==> src/rtl/rgb_pkg.sv <==
// -----------------------------------------------------------------------------
// rgb_pkg
// Shared definitions for the RGB colour-cycle monitor:
//   - color_e      : decoded colour index (RED..MAGENTA = 0..5, NONE = 7)
//   - CODE_*       : active-low {R,G,B} drive patterns (0 = LED lit)
//   - decode_rgb   : maps a synchronised {R,G,B} sample to color_e
//   - next_color   : expected successor in the fade cycle (MAGENTA wraps to RED)
// -----------------------------------------------------------------------------
package rgb_pkg;

  typedef enum logic [2:0] {
    COLOR_RED     = 3'd0,
    COLOR_YELLOW  = 3'd1,
    COLOR_GREEN   = 3'd2,
    COLOR_CYAN    = 3'd3,
    COLOR_BLUE    = 3'd4,
    COLOR_MAGENTA = 3'd5,
    COLOR_NONE    = 3'd7
  } color_e;

  // Active-low {R,G,B} patterns
  localparam logic [2:0] CODE_RED     = 3'b011;
  localparam logic [2:0] CODE_YELLOW  = 3'b001;
  localparam logic [2:0] CODE_GREEN   = 3'b101;
  localparam logic [2:0] CODE_CYAN    = 3'b100;
  localparam logic [2:0] CODE_BLUE    = 3'b110;
  localparam logic [2:0] CODE_MAGENTA = 3'b010;
  localparam logic [2:0] CODE_DARK    = 3'b111;
  localparam logic [2:0] CODE_WHITE   = 3'b000;

  function automatic color_e decode_rgb(input logic [2:0] rgb);
    color_e c;
    case (rgb)
      CODE_RED:     c = COLOR_RED;
      CODE_YELLOW:  c = COLOR_YELLOW;
      CODE_GREEN:   c = COLOR_GREEN;
      CODE_CYAN:    c = COLOR_CYAN;
      CODE_BLUE:    c = COLOR_BLUE;
      CODE_MAGENTA: c = COLOR_MAGENTA;
      CODE_DARK:    c = COLOR_NONE;
      CODE_WHITE:   c = COLOR_NONE;
      default:      c = COLOR_NONE;
    endcase
    return c;
  endfunction

  // NONE has no successor; it maps to NONE so it never matches a real colour.
  function automatic color_e next_color(input logic [2:0] cur);
    color_e c;
    case (cur)
      COLOR_RED:     c = COLOR_YELLOW;
      COLOR_YELLOW:  c = COLOR_GREEN;
      COLOR_GREEN:   c = COLOR_CYAN;
      COLOR_CYAN:    c = COLOR_BLUE;
      COLOR_BLUE:    c = COLOR_MAGENTA;
      COLOR_MAGENTA: c = COLOR_RED;
      default:       c = COLOR_NONE;
    endcase
    return c;
  endfunction

endpackage

==> src/rtl/sync_2ff.sv <==
// -----------------------------------------------------------------------------
// sync_2ff
// Two-flop synchroniser for asynchronous level inputs.
//   clk   : destination clock
//   rst_n : asynchronous active-low reset, both stages load RST_VAL
//   d_i   : asynchronous input bus (WIDTH bits)
//   q_o   : synchronised output, two clk cycles of latency
// -----------------------------------------------------------------------------
module sync_2ff #(
  parameter int               WIDTH   = 1,
  parameter logic [WIDTH-1:0] RST_VAL = '1
) (
  input  logic             clk,
  input  logic             rst_n,
  input  logic [WIDTH-1:0] d_i,
  output logic [WIDTH-1:0] q_o
);

  logic [WIDTH-1:0] meta_q;
  logic [WIDTH-1:0] sync_q;

  // Two back-to-back capture stages
  always_ff @(posedge clk or negedge rst_n) begin
    if (!rst_n) begin
      meta_q <= RST_VAL;
      sync_q <= RST_VAL;
    end else begin
      meta_q <= d_i;
      sync_q <= meta_q;
    end
  end

  assign q_o = sync_q;

endmodule

==> src/rtl/rgb_cycle_monitor.sv <==
// -----------------------------------------------------------------------------
// rgb_cycle_monitor
// Watches an active-low RGB LED drive cycling RED>YELLOW>GREEN>CYAN>BLUE>
// MAGENTA>RED, measures how long each colour is held and flags sequence and
// dwell-time violations.
//   clk, rst_n      : clock, asynchronous active-low reset
//   RGB_R/G/B       : asynchronous active-low LED drive (0 = lit)
//   clear_err       : synchronous pulse clearing sticky flags and err_count
//   color_idx       : decoded colour (NONE = 7), 3 cycles after the input
//   color_change    : one-cycle pulse on the cycle color_idx takes a new value
//   dwell_cnt       : cycles the current colour has been held (saturating)
//   locked          : FSM is in TRACK
//   seq_err         : sticky, wrong successor or drop to NONE while tracking
//   dwell_err       : sticky, dwell outside FADE_INTERVAL +/- TOLERANCE or stall
//   err_count       : saturating count of error events
// All next-state logic looks at the value about to be loaded into color_idx,
// so flags, state and the new colour all appear on the same cycle.
// -----------------------------------------------------------------------------
module rgb_cycle_monitor
  import rgb_pkg::*;
#(
  parameter int FADE_INTERVAL = 2000000,
  parameter int TOLERANCE     = 2
) (
  input  logic                                         clk,
  input  logic                                         rst_n,
  input  logic                                         RGB_R,
  input  logic                                         RGB_G,
  input  logic                                         RGB_B,
  input  logic                                         clear_err,
  output logic [2:0]                                   color_idx,
  output logic                                         color_change,
  output logic [$clog2(FADE_INTERVAL+TOLERANCE+2)-1:0] dwell_cnt,
  output logic                                         locked,
  output logic                                         seq_err,
  output logic                                         dwell_err,
  output logic [7:0]                                   err_count
);

  localparam int CW = $clog2(FADE_INTERVAL + TOLERANCE + 2);
  localparam logic [CW-1:0] DWELL_MIN   = CW'(FADE_INTERVAL - TOLERANCE);
  localparam logic [CW-1:0] DWELL_MAX   = CW'(FADE_INTERVAL + TOLERANCE);
  localparam logic [CW-1:0] DWELL_STALL = CW'(FADE_INTERVAL + TOLERANCE + 1);
  localparam logic [CW-1:0] DWELL_SAT   = {CW{1'b1}};

  localparam logic [1:0] ST_SEARCH = 2'd0;
  localparam logic [1:0] ST_ALIGN  = 2'd1;
  localparam logic [1:0] ST_TRACK  = 2'd2;

  logic [2:0]    rgb_sync_s;
  logic [2:0]    dec_color_s;
  logic [2:0]    succ_color_s;
  logic          seq_hit_s;
  logic          dwell_hit_s;
  logic          dwell_bad_s;
  logic          err_evt_s;

  logic [2:0]    color_idx_q,    color_idx_d;
  logic          color_change_q, color_change_d;
  logic [CW-1:0] dwell_cnt_q,    dwell_cnt_d;
  logic [1:0]    state_q,        state_d;
  logic          locked_q,       locked_d;
  logic          seq_err_q,      seq_err_d;
  logic          dwell_err_q,    dwell_err_d;
  logic [7:0]    err_count_q,    err_count_d;

  sync_2ff #(
    .WIDTH   (3),
    .RST_VAL (3'b111)
  ) u_sync (
    .clk   (clk),
    .rst_n (rst_n),
    .d_i   ({RGB_R, RGB_G, RGB_B}),
    .q_o   (rgb_sync_s)
  );

  // Colour decode, change detect and dwell counter next values
  always_comb begin
    dec_color_s    = decode_rgb(rgb_sync_s);
    succ_color_s   = next_color(color_idx_q);
    color_idx_d    = dec_color_s;
    color_change_d = (dec_color_s != color_idx_q);
    if (color_change_d) begin
      dwell_cnt_d = CW'(1);
    end else if (dwell_cnt_q == DWELL_SAT) begin
      dwell_cnt_d = dwell_cnt_q;
    end else begin
      dwell_cnt_d = dwell_cnt_q + CW'(1);
    end
  end

  // Lock FSM; dwell_cnt_q still holds the finished colour's dwell on a change
  always_comb begin
    state_d     = state_q;
    seq_hit_s   = 1'b0;
    dwell_hit_s = 1'b0;
    dwell_bad_s = (dwell_cnt_q < DWELL_MIN) || (dwell_cnt_q > DWELL_MAX);
    case (state_q)
      ST_SEARCH: begin
        if (dec_color_s != COLOR_NONE) begin
          state_d = ST_ALIGN;
        end else begin
          state_d = ST_SEARCH;
        end
      end
      ST_ALIGN: begin
        if (!color_change_d) begin
          state_d = ST_ALIGN;
        end else if (dec_color_s == COLOR_NONE) begin
          state_d = ST_SEARCH;
        end else if (dec_color_s == succ_color_s) begin
          state_d = ST_TRACK;
        end else begin
          state_d = ST_ALIGN;
        end
      end
      ST_TRACK: begin
        if (color_change_d) begin
          dwell_hit_s = dwell_bad_s;
          // A sequence fault decides the next state even if dwell also failed
          if (dec_color_s == COLOR_NONE) begin
            seq_hit_s = 1'b1;
            state_d   = ST_SEARCH;
          end else if (dec_color_s != succ_color_s) begin
            seq_hit_s = 1'b1;
            state_d   = ST_ALIGN;
          end else if (dwell_bad_s) begin
            state_d = ST_ALIGN;
          end else begin
            state_d = ST_TRACK;
          end
        end else if (dwell_cnt_d == DWELL_STALL) begin
          // Leaving TRACK guarantees the stall is reported only once
          dwell_hit_s = 1'b1;
          state_d     = ST_ALIGN;
        end else begin
          state_d = ST_TRACK;
        end
      end
      default: begin
        state_d = ST_SEARCH;
      end
    endcase
  end

  // Sticky error flags and error counter; a same-cycle error beats clear_err
  always_comb begin
    err_evt_s = seq_hit_s | dwell_hit_s;
    locked_d  = (state_d == ST_TRACK);
    if (clear_err) begin
      seq_err_d   = seq_hit_s;
      dwell_err_d = dwell_hit_s;
      err_count_d = err_evt_s ? 8'd1 : 8'd0;
    end else begin
      seq_err_d   = seq_err_q | seq_hit_s;
      dwell_err_d = dwell_err_q | dwell_hit_s;
      if (err_evt_s && (err_count_q != 8'hFF)) begin
        err_count_d = err_count_q + 8'd1;
      end else begin
        err_count_d = err_count_q;
      end
    end
  end

  // State and output registers
  always_ff @(posedge clk or negedge rst_n) begin
    if (!rst_n) begin
      color_idx_q    <= COLOR_NONE;
      color_change_q <= 1'b0;
      dwell_cnt_q    <= '0;
      state_q        <= ST_SEARCH;
      locked_q       <= 1'b0;
      seq_err_q      <= 1'b0;
      dwell_err_q    <= 1'b0;
      err_count_q    <= 8'd0;
    end else begin
      color_idx_q    <= color_idx_d;
      color_change_q <= color_change_d;
      dwell_cnt_q    <= dwell_cnt_d;
      state_q        <= state_d;
      locked_q       <= locked_d;
      seq_err_q      <= seq_err_d;
      dwell_err_q    <= dwell_err_d;
      err_count_q    <= err_count_d;
    end
  end

  assign color_idx    = color_idx_q;
  assign color_change = color_change_q;
  assign dwell_cnt    = dwell_cnt_q;
  assign locked       = locked_q;
  assign seq_err      = seq_err_q;
  assign dwell_err    = dwell_err_q;
  assign err_count    = err_count_q;

endmodule

==> config.mk <==
export PLATFORM = sky130hd
export DESIGN_NAME = rgb_cycle_monitor
export DESIGN_NICKNAME = d
export VERILOG_FILES = /design/src/rtl/rgb_pkg.sv /design/src/rtl/sync_2ff.sv /design/src/rtl/rgb_cycle_monitor.sv
export SDC_FILE = /design/constraint.sdc
export NUM_CORES = 1
export LEC_CHECK = 0
export ABC_AREA = 1
export CORE_MARGIN = 2
export CORE_UTILIZATION = 55
export DETAILED_ROUTE_END_ITERATION = 10
export PLACE_DENSITY = 0.81
export SETUP_SLACK_MARGIN = 0.1
export SYNTH_ARGS = -nofsm -noshare
export SYNTH_HDL_FRONTEND = slang
export SYNTH_SLANG_ARGS = --single-unit
==> constraint.sdc <==
create_clock -name clk -period 2.8 [get_ports clk]
set_input_delay 0.56 -clock clk [delete_from_list [all_inputs] [get_ports clk]]
set_output_delay 0.56 -clock clk [all_outputs]
set_load 0.05 [all_outputs]
# Yosys cells after proc, flatten, opt, wreduce, memory -nomap -nowiden
# Memory sizes are Yosys's and may differ from the RTL's.
# Cells that the tools add are included.
# totals
ff_bits	44
rom_bits	24
out_inout_bits	36
wordCells	64
memories	1
# memory_table
name	depth	width	rd	rd_ports_with_merged_regs	write_ports	line	rtl
(no name shown)	8	3	1	0	0	rgb_pkg.sv:33	case (rgb)
# op_classes
addsub	2
magnitude_cmp	2
eq_ne	16
n_mux	25
n_bitwise	3
n_reduce_logical	5
# op_table
operator	n
$eq 21x21->1 const B	2
$mux 21	2
$add 21x1->21 const B	1
$gt 21x21->1 const B	1
$lt 21x21->1 const B	1
$pmux 3 s6	1
$mux 2	8
$mux 8	2
$mux 1	11
$eq 3x3->1 const B	3
$add 8x1->8 const B	1
$ne 8x8->1 const B	1
$eq 3x2->1 const B	2
$ne 3x3->1	2
$pmux 2 s3	1
$eq 2x2->1 const B	2
$eq 3x1->1 const B	1
$eq 3x3->1	1
$logic_not 3->1	1
$ne 3x3->1 const B	1
$or 1x1->1	3
$eq 2x1->1 const B	1
$logic_not 2->1	1
$reduce_bool 2->1	1
2 further kinds	2

# Longest topological paths before layout
# Gate-level depths: netlist of the first run.
# depth
word_depth	11
ltp_mapped	21

# By module
# Synthesis of the first run repeated with hierarchy kept, for this count alone.
# hier_totals
cells_unflattened	400
area_unflattened_um2	2805.2
# modules_own_cells
module	n_inst	cells_per_inst	area_per_inst_um2
rgb_cycle_monitor	1	394	2647.5
sync_2ff	1	6	157.7

# Worst setup path after synthesis of the first run
# OpenSTA, ideal clock, no wires.
# synth_path
path_type	reg-to-reg
from	reg dwell_cnt_q[0], in the netlist dwell_cnt[0]
to	reg err_count_q[5], in the netlist err_count[5]
arrival_ps	2562
slack_ps	119
path_stages_with_launch	18
path_buffers	1
cell_sequence	dfrtp_1 > ha_1 > nand3_2 > nor2_2 > nand3_4 > buf_6 > nand2_1 > nand3_1 > nor2_1 > nand3_1 > nor2_1 > nand2_1 > nand2_2 > nand3_4 > nand2_4 > nand2_8 > nand3_1 > nand2_1
# synth_between
elab_chain_cells	10
elab_cells_between_ends	14
# synth_rtl
item	line	rtl
start: declaration	rgb_cycle_monitor.sv:60	logic [CW-1:0] dwell_cnt_q, dwell_cnt_d;
start signal: assignment	rgb_cycle_monitor.sv:179	dwell_cnt_q <= dwell_cnt_d;
$add 21x1->21 / $eq 21x21->1 (equally long branches)	rgb_cycle_monitor.sv:88, rgb_cycle_monitor.sv:85	
$mux 21	rgb_cycle_monitor.sv:85	end else if (dwell_cnt_q == DWELL_SAT) begin
$mux 21	rgb_cycle_monitor.sv:83	if (color_change_d) begin
$eq 21x21->1	rgb_cycle_monitor.sv:132	end else if (dwell_cnt_d == DWELL_STALL) begin
$mux 1	rgb_cycle_monitor.sv:132	
$mux 1 (*)	rgb_cycle_monitor.sv:118	if (color_change_d) begin
$mux 1 (*)	rgb_cycle_monitor.sv:98	case (state_q)
$or 1x1->1 (*)	rgb_cycle_monitor.sv:148	err_evt_s = seq_hit_s | dwell_hit_s;
$logic_and 1x1->1 (*)	rgb_cycle_monitor.sv:157	if (err_evt_s && (err_count_q != 8'hFF)) begin
$reduce_bool 2->1 (no source line) (*)	-	
end signal: assignment	rgb_cycle_monitor.sv:184	err_count_q <= err_count_d;
end: declaration	rgb_cycle_monitor.sv:65	logic [7:0] err_count_q, err_count_d;
# Mark *: on every way between the ends. The rest lies on a longest branch, timed or not.
# A chain may end at the register's enable or synchronous reset.

# Final worst setup path of the first run
# layout_path
from	reg u_sync.sync_q[0], in the netlist u_sync.q_o[0]
to	reg err_count_q[1], in the netlist err_count[1]
# layout_between
elab_chain_cells	10
elab_cells_between_ends	16
# layout_rtl
item	line	rtl
start: declaration	sync_2ff.sv:20	logic [WIDTH-1:0] sync_q;
start signal: assignment	sync_2ff.sv:29	sync_q <= meta_q;
$mem_v2 8x3 (*)	-	
$ne 3x3->1	rgb_cycle_monitor.sv:82	color_change_d = (dec_color_s != color_idx_q);
$mux 21	rgb_cycle_monitor.sv:83	
$eq 21x21->1	rgb_cycle_monitor.sv:132	
$mux 1	rgb_cycle_monitor.sv:132	
$mux 1	rgb_cycle_monitor.sv:118	
$mux 1	rgb_cycle_monitor.sv:98	
$or 1x1->1 (*)	rgb_cycle_monitor.sv:148	
$logic_and 1x1->1 (*)	rgb_cycle_monitor.sv:157	
$reduce_bool 2->1 (no source line) (*)	-	
# Marks and branches as above.

==> run metrics, run 1 <==
Longest Clk Path Bufs 2; Cell Area, Synth 2850 um2; WHS 0.3588 ns; Setup-failing EPs final 0; WHS Endpoint u_sync.q_o[2]$_DFF_PN1_; routed wire length 7606 um; multi-input logic area 1553 um2; status complete, no violations; Final Hold Fails 0; R2R depth 18; RSZ-0062 raised after global routing yes; Root Driver clkbuf_8; DRT antenna net count 0; TritonCTS clock tree done; crit-path max FO 6; Net count, final 484; Die W 75.99 um; Detailed Routing Iterations Pass 1 5; gp weighted congestion 0.9759; reg2reg end err_count[1]$_DFFE_PN0P_; syn nets 420; power per cell area 413.6 nW/um2; min Tclk post-route 2.614 ns; Tcrit/Tclk final 93.35%; die footprint 5774 um2; effective utilization at floorplan 56.53%; Initial DRC Count 227; reg2reg start u_sync.q_o[0]$_DFF_PN1_; hold path start u_sync.meta_q[2]$_DFF_PN1_; Avg Cell Area, Syn 6.935 um2; final setup TNS 0 ns; crit end category flip-flop; number of cell rows 26; worst hold path cell count 0; initial antenna violation count 0; synth unique cells 32; Worst VDD drop 0.0002536 V; pin count of the biggest net entering global routing 45; register-to-register setup slack 0.19 ns; via count 2936; WP data arrival 2.86 ns; storage element area 1120 um2; slew at the pin closest to its max-slew limit 0.9494 ns; Max Transition Viols Final 0; Core ar. 5042 um2; Gate Count Post-Synth 411; Routed wire per std cell 13.93 um; first-pass GRT wire length 12230 um; ANT cells 0; Worst Clk Skew 0.01510 ns; vias in the first global route 2667; MaxCap Viol Count 0; H-tree depth 2; DRC viols 0; I/O pin count 42; Crit path required time 3.05 ns; CTS clock-pin slew for the worst setup and hold paths 0.09 ns; crit start category flip-flop; Detail Placement HPWL 5506 um; Syn-to-layout area delta 27.57%; total grt overflow 0; vias per inst 5.377; fillers 416; YS warnings 0; Leakage 1.709 nW; fmax 0.3826 GHz; #FFs+latches synth 44; Hold Path Class flip-flop to flip-flop; input/output buffers 41; clock insertion delay at the later pin of the skew report 0.31 ns; Rel. slew slack 36.71%; cts hold-fix bufs 0; share of layout cells above drive strength 1 16.81%; total CTS buffers 5; Sink Count 44; critical path class flip-flop to flip-flop; register area share after synthesis 39.03%; die height 75.99 um; All-Layer GR Usage 26.34%
[synthesized netlist by cell type (all sizes together)]
| library cell | number | area, um2 |
|---|---|---|
| nor3 | 7 | 46.30 |
| xor2 | 7 | 61.31 |
| o31ai | 2 | 15.01 |
| and3 | 1 | 6.260 |
| or2 | 2 | 12.51 |
| nand4 | 11 | 68.82 |
| inv | 58 | 217.7 |
| dfrtp | 35 | 875.8 |
| o21ai | 9 | 45.04 |
| a31oi | 1 | 6.260 |
| a41oi | 1 | 8.760 |
| dfstp | 9 | 236.5 |
| clkbuf | 1 | 3.750 |
| nand2 | 134 | 550.5 |
| ha | 3 | 37.54 |
| a21oi | 15 | 75.07 |
| nand3 | 46 | 265.3 |
| nor2 | 62 | 252.7 |
| buf | 4 | 38.78 |
| xnor2 | 3 | 26.28 |
[flip-flops by register name, summed over array words and instances, names as in the netlist]
register       count
dwell_err          1
u_sync.meta_q      3
dwell_cnt         21
color_change       1
color_idx          3
u_sync.q_o         3
err_count          8
state_q            2
locked             1
seq_err            1
[kinds of logic after synthesis]
kind of cell               share of synthesized area, %
buffers and inverters                             9.130
AOI/OAI and AO/OA                                 5.268
DFF                                               39.03
adders and majority gates                         1.317
and+or+nand+nor                                   42.19
xor gates and xnor gates                          3.073
[through the flow]
step | cells | setup WS (ns) | instance area (um2) | util [%] | power [W]
2_1_floorplan | 411 | 0.1189 | 2850 | - | 0.0009589
3_3_place_gp | 531 | 0.2583 | 3406 | 67.54 | 0.001065
4_1_cts | 539 | 0.1385 | 3491 | 69.23 | 0.001466
5_1_grt | 546 | 0.02526 | 3636 | 72.11 | 0.001569
6_report | 546 | 0.1861 | 3636 | 72.11 | 0.001504
3_5_place_dp | 531 | 0.1635 | 3406 | 67.54 | 0.001078
[critical path: stages, from the launching register on]
cell and delay, ns:
dfstp_2 0.59, ha_4 0.22, nand2_1 0.05, nand3_1 0.10
nand2_2 0.09, nand3_4 0.14, buf_6 0.16, nor2_1 0.09
nand2_1 0.09, nor2_1 0.09, nand2_1 0.06, nor2_2 0.15
nand2_1 0.08, nand2_2 0.10, nand3_4 0.10, nand2_8 0.13
buf_4 0.11, nand4_1 0.08, nand2_1 0.11
[where the power goes]
part | internal [W] | switching (W) | total, W
sequential | 0.000679 | 0.0000346 | 0.000714
clock | 0.000175 | 0.000223 | 0.000397
combinational | 0.000141 | 0.000252 | 0.000393
[layer usage]
layer	global-route usage, %	vias to the layer above	wire length (um)
met5	0	-	0
met4	9.455	0	150
met3	4.621	16	500
met2	42.59	115	3642
met1	35.93	1381	3312
li1	-	1424	-
[cell usage in the layout (no fill, tap or decap), types with 2 or more instances in the layout]
cell | netlist | layout
nor2_1 | 56 | 52
xnor2_1 | 3 | 3
a21oi_1 | 15 | 15
nand2_2 | 3 | 9
buf_4 | 1 | 16
nand3_2 | 2 | 3
ha_1 | 3 | 2
dfrtp_1 | 35 | 29
buf_6 | 1 | 4
nand2_1 | 128 | 122
inv_2 | 3 | 3
inv_1 | 55 | 54
clkdlybuf4s50_1 | 0 | 40
nor3_1 | 6 | 6
nand4_1 | 11 | 11
nand3_4 | 2 | 3
dfstp_2 | 9 | 9
nor2_2 | 5 | 9
or2_2 | 2 | 2
xor2_1 | 7 | 7
dfrtp_2 | 0 | 6
nand3_1 | 42 | 40
nand2_8 | 2 | 3
clkbuf_8 | 0 | 5
o21ai_0 | 9 | 9
o31ai_1 | 2 | 2
[worst max path at each step]
| stage | from | endpoint | slack [ns] | cells after the start |
|---|---|---|---|---|
| CTS | u_sync.q_o[0]$_DFF_PN1_ | err_count[4]$_DFFE_PN0P_ | 0.14 | 21 |
| detailed placement | u_sync.q_o[0]$_DFF_PN1_ | err_count[4]$_DFFE_PN0P_ | 0.16 | 21 |
| finish | u_sync.q_o[0]$_DFF_PN1_ | err_count[1]$_DFFE_PN0P_ | 0.19 | 18 |
| global route | u_sync.q_o[0]$_DFF_PN1_ | err_count[4]$_DFFE_PN0P_ | 0.03 | 19 |
| floorplan | dwell_cnt[0]$_DFF_PN0_ | err_count[5]$_DFFE_PN0P_ | 0.12 | 17 |
| global placement | u_sync.q_o[0]$_DFF_PN1_ | err_count[4]$_DFFE_PN0P_ | 0.26 | 18 |
[timing repair]
item / CTS / global route
buffers inserted: 0 / 6
resized for setup: 0 / 27
endpoints found under the setup margin: 0 / 9
[cell type report]
type / instances / share of cell area [%]
Clock buffer: 6 / 1.996
Clock inverter: 2 / 0.3441
Inverter: 58 / 6.056
Multi-Input combinational cell: 305 / 42.70
Sequential cell: 44 / 30.80
Tap cell: 70 / 2.409
Timing Repair Buffer: 61 / 15.69
Note: power is estimated with default switching activity, not from simulation.
==> run 2: changes to the inputs <==
==> constraint.sdc (replaced) <==
create_clock -name clk -period 2.5 [get_ports clk]
set_input_delay 0.5 -clock clk [delete_from_list [all_inputs] [get_ports clk]]
set_output_delay 0.5 -clock clk [all_outputs]
set_load 0.05 [all_outputs]
==> run metrics, run 2 (same netlist as run 1, synthesis figures left out) <==
status finished with violations; failing checks setup timing; utilization after layout 83.40%; WP data arrival 2.79 ns; Root Driver clkbuf_8; slew at the pin closest to its max-slew limit 0.8845 ns; most common cell after layout, fill and taps aside nand2_1; Net count, final 531; Sink Count 44; TritonCTS clock tree done; Setup-failing EPs final 9; Die W 75.99 um; Detail Placement HPWL 5882 um; most frequent cells in the layout 108 x nand2_1, 63 x buf_4, 54 x inv_1; via count 3340; Leakage 1.973 nW; Worst Clk Skew 0.006681 ns; All-Layer GR Usage 30.90%; DRT antenna net count 0; crit-path max cell delay 0.56 ns; H-tree depth 2; ANT cells 0; Core ar. 5042 um2; PnR Total Power 0.001901 W; Crit path max-delay family simple AND/OR/NAND/NOR gates; I/O pin count 42; number of cell rows 26; max reg flops 21; Initial DRC Count 373; min Tclk post-route 2.549 ns; gp weighted congestion 0.9701; crit-path max FO 7; Worst VDD drop 0.0002853 V; critical path class flip-flop to flip-flop; input/output buffers 41; routed wire length 9606 um; share of layout cells above drive strength 1 31.55%; total CTS buffers 5; fmax 0.3923 GHz; Max Transition Viols Final 0; DP Area 3597 um2; Final Instance Count excl. Fillers 593; vias in the first global route 2999; pin count of the biggest net entering global routing 40; Detailed Routing Iterations Pass 1 5; first-pass GRT wire length 14280 um; power per cell area 452.1 nW/um2; total grt overflow 0; die footprint 5774 um2; DP Worst Slack -0.006765 ns; CTS clock-pin slew for the worst setup and hold paths 0.09 ns; crit end category flip-flop; Rel. slew slack 41.03%; dpl cells 553; Crit path required time 2.74 ns; cell mode on critical path nand2_2; RSZ-0062 raised after global routing yes; vias per inst 5.632; Worst path slowest cell dfstp_2; initial antenna violation count 0; Tcrit/Tclk final 102.0%; Routed wire per std cell 16.20 um; effective utilization at floorplan 56.53%; DRC viols 0; worst setup margin -0.04921 ns; Hold Path Class primary input to asynchronous set/reset pin; clock insertion delay at the later pin of the skew report 0.30 ns; CP Cell Sequence ha_4 -> inv_2 -> nand2_2 -> nand3_2 -> nand2_2 -> nand3_4 -> buf_8 -> buf_6 -> a21oi_1 -> nor2_1 -> nand3_1 -> nor2_1 -> nand2_1 -> nand2_2 -> nand3_4 -> nand2_8 -> nand2_8 -> nand2_8 -> nand2_2 -> nand2_2; Longest Clk Path Bufs 2; die height 75.99 um; Final Hold Fails 0; crit start category flip-flop; MaxCap Viol Count 0; Syn-to-layout area delta 47.54%; fin area 4205 um2; Worst Path Buf+Inv 3
run 2: cell count changes in the layout (fill, tap and decap cells not counted), moves of 7 or more:
cell     change
nand2_1     -14
dfrtp_1      -7
nor2_1      -10
dfrtp_2      +7
buf_4       +47
nand2_2     +13
run 2: cell type report:
type                       count  area [um2]
tap                           70       87.58
sequential                    44        1129
fill                         296       837.1
inverter                      58       225.2
multi-input combinational    305        1685
clock inverter                 2       38.79
clock buffer                   6       82.58
timing repair buffer         108       957.2
run 2: worst register-to-register path: stages (launching register included):
cell     delay [ns]
dfstp_2        0.56
ha_4           0.21
inv_2          0.05
nand2_2        0.06
nand3_2        0.08
nand2_2        0.06
nand3_4        0.10
buf_8          0.16
buf_6          0.12
a21oi_1        0.06
nor2_1         0.14
nand3_1        0.10
nor2_1         0.10
nand2_1        0.07
nand2_2        0.10
nand3_4        0.11
nand2_8        0.12
nand2_8        0.08
nand2_8        0.09
nand2_2        0.06
nand2_2        0.05
run 2: per-stage QoR:
step	hold WS, ns	setup TNS [ns]
finish	0.3112	-0.3166
global route	0.3650	-1.396
CTS	0.3237	0
detailed placement	0.3468	-0.006765
global placement	0.3458	0
floorplan	0.2044	0
run 2: final timing paths:
path	from	endpoint	slack [ns]	cells after the start
worst min-delay path	rst_n	dwell_cnt[12]$_DFF_PN0_	0.31	1
worst max-delay path	u_sync.q_o[0]$_DFF_PN1_	err_count[0]$_DFFE_PN0P_	-0.05	20
max in group asynchronous	rst_n	u_sync.q_o[2]$_DFF_PN1_	1.47	2
min in group clk	u_sync.meta_q[0]$_DFF_PN1_	u_sync.q_o[0]$_DFF_PN1_	0.36	0
worst max register to register	u_sync.q_o[0]$_DFF_PN1_	err_count[0]$_DFFE_PN0P_	-0.05	20
worst min register to register	u_sync.meta_q[0]$_DFF_PN1_	u_sync.q_o[0]$_DFF_PN1_	0.36	0
run 2: per-layer routing:
layer | up-vias | part of all wire, % | GRT usage (%)
li1 | 1519 | - | -
met1 | 1529 | 39 | 42.04
met2 | 241 | 47 | 49.91
met3 | 51 | 10 | 5.450
met4 | 0 | 3.9 | 11.45
met5 | - | 0 | 0
run 2: report_power, final:
| part | internal, W | total, W | switching, W |
|---|---|---|---|
| clock network | 0.000327 | 0.000590 | 0.000262 |
| logic | 0.000187 | 0.000507 | 0.000319 |
| registers | 0.000761 | 0.000805 | 0.0000438 |
run 2: repair_timing:
action                                  4_1_cts  5_1_grt
cloned                                        2        0
buffers inserted                             24        6
pin swaps                                    25       17
endpoints found under the setup margin        8       15
resized for setup                            31       29
hold buffers                                  0        0
==> run 3: changes to the inputs <==
==> constraint.sdc (replaced) <==
create_clock -name clk -period 2.5 [get_ports clk]
set_input_delay 0.5 -clock clk [delete_from_list [all_inputs] [get_ports clk]]
set_output_delay 0.5 -clock clk [all_outputs]
set_load 0.01 [all_outputs]
==> run metrics, run 3 (same netlist as run 1, synthesis figures left out) <==
Core ar. 5042 um2; Detail Placement HPWL 5985 um; H-tree depth 2; Hold Path Class primary input to asynchronous set/reset pin; Setup-failing EPs final 0; cts hold-fix bufs 0; total grt overflow 0; reg2reg end err_count[0]$_DFFE_PN0P_; Final Hold Fails 0; die footprint 5774 um2; most common cell after layout, fill and taps aside nand2_1; total CTS buffers 5; share of layout cells above drive strength 1 28.68%; DP Worst Slack -0.02736 ns; All-Layer GR Usage 30.41%; gp weighted congestion 1.046; multi-input logic area 1684 um2; Sink Count 44; DP Area 3548 um2; MaxCap Viol Count 0; crit-path max FO 6; WP data arrival 2.69 ns; crit end category flip-flop; storage element area 1120 um2; Initial DRC Count 246; number of cell rows 26; R2R depth 19; Rel. slew slack 44.59%; input/output buffers 41; pin count of the biggest net entering global routing 38; RSZ-0062 raised after global routing yes; effective utilization at floorplan 56.53%; Crit path required time 2.75 ns; Detailed Routing Iterations Pass 1 5; DRC viols 0; final setup TNS 0 ns; status complete, no violations; die height 75.99 um; routed wire length 8549 um; via count 3088; critical path class flip-flop to flip-flop; worst setup margin 0.05260 ns; TritonCTS clock tree done; vias per inst 5.333; CP Launch Point u_sync.q_o[0]$_DFF_PN1_; CTS clock-pin slew for the worst setup and hold paths 0.10 ns; most frequent cells in the layout 107 x nand2_1, 54 x inv_1, 47 x buf_4; Longest Clk Path Bufs 2; DRT antenna net count 0; power per cell area 432.6 nW/um2; ANT cells 0; Routed wire per std cell 14.77 um; clock insertion delay at the later pin of the skew report 0.31 ns; Net count, final 517; first-pass GRT wire length 14170 um; Tcrit/Tclk final 97.90%; register-to-register setup slack 0.05 ns; I/O pin count 42; fin area 4058 um2; Die W 75.99 um; fillers 357; Root Driver clkbuf_8; fmax 0.4086 GHz; Worst VDD drop 0.0004214 V; slew at the pin closest to its max-slew limit 0.8311 ns; reg2reg start u_sync.q_o[0]$_DFF_PN1_; Max Transition Viols Final 0; crit start category flip-flop; max reg flops 21; Syn-to-layout area delta 42.36%; min Tclk post-route 2.447 ns; Leakage 1.912 nW; vias in the first global route 2907; initial antenna violation count 0; Worst Clk Skew 0.01128 ns
==> run 3: changes by cell type in the layout (fill, tap and decap cells not counted), moves of 2 or more <==
cell / delta
buf_4: -16
nand3_1: -2
a21oi_2: +2
buf_6: +5
dfrtp_1: +7
nand3_2: +2
dfrtp_2: -7
==> run 3: how the worst max path moves through the flow <==
stage	cells past startpoint	slack, ns	to
2_1_floorplan	17	0.14	err_count[0]$_DFFE_PN0P_
3_3_place_gp	18	0.02	err_count[2]$_DFFE_PN0P_
3_5_place_dp	18	-0.03	err_count[6]$_DFFE_PN0P_
4_1_cts	19	0.03	err_count[4]$_DFFE_PN0P_
5_1_grt	19	-0.11	err_count[3]$_DFFE_PN0P_
6_report	19	0.05	err_count[0]$_DFFE_PN0P_
==> run 3: per-stage QoR <==
stage | std cells | hold WS (ns) | total power [W] | utilization, %
floorplan | 411 | 0.2044 | 0.0009946 | -
global route | 579 | 0.3542 | 0.001841 | 80.47
CTS | 574 | 0.3053 | 0.001735 | 76.23
global placement | 550 | 0.3460 | 0.001122 | 70.37
detailed placement | 550 | 0.3475 | 0.001131 | 70.37
finish | 579 | 0.2800 | 0.001755 | 80.47
==> run 3: area by class of cell <==
type / count / share of cell area, %
Timing Repair Buffer: 94 / 20.35
Tap cell: 70 / 2.158
Multi-Input combinational cell: 305 / 41.50
Sequential cell: 44 / 27.60
Inverter: 58 / 5.550
Clock inverter: 3 / 1.141
Clock buffer: 5 / 1.696
==> run 3: routing by layer <==
layer	GRT usage (%)	up-vias	wire length (um)
met2	46.88	153	4088
met3	4.739	16	673
met5	0	-	0
li1	-	1494	-
met4	9.091	0	153
met1	44.72	1425	3634
==> run 3: worst max-delay path: stages, from the launching register on <==
cell and delay, ns:
dfstp_2 0.57, ha_4 0.20, nand2_2 0.06, nand3_2 0.06, nand2_2 0.09, nand3_4 0.15, buf_6 0.18, a21oi_2 0.09
nand2_1 0.07, nor2_1 0.10, nand2_1 0.07, nor2_2 0.09, nand2_2 0.08, nand2_2 0.09, nand3_4 0.09, nand2_8 0.11
nand2_8 0.08, nand2_8 0.08, nand2_1 0.05, nand2_1 0.05
==> run 3: what timing repair did <==
| action | 4_1_cts | 5_1_grt |
|---|---|---|
| gates resized for setup | 17 | 55 |
| gates cloned | 2 | 0 |
| setup buffers | 14 | 7 |
| endpoints found under the setup margin | 8 | 13 |
| pin swaps | 16 | 23 |
==> run 3: power by group <==
group	internal, W	switching [W]
Sequential	0.000761	0.0000406
Combinational	0.000170	0.000209
Clock	0.000301	0.000274
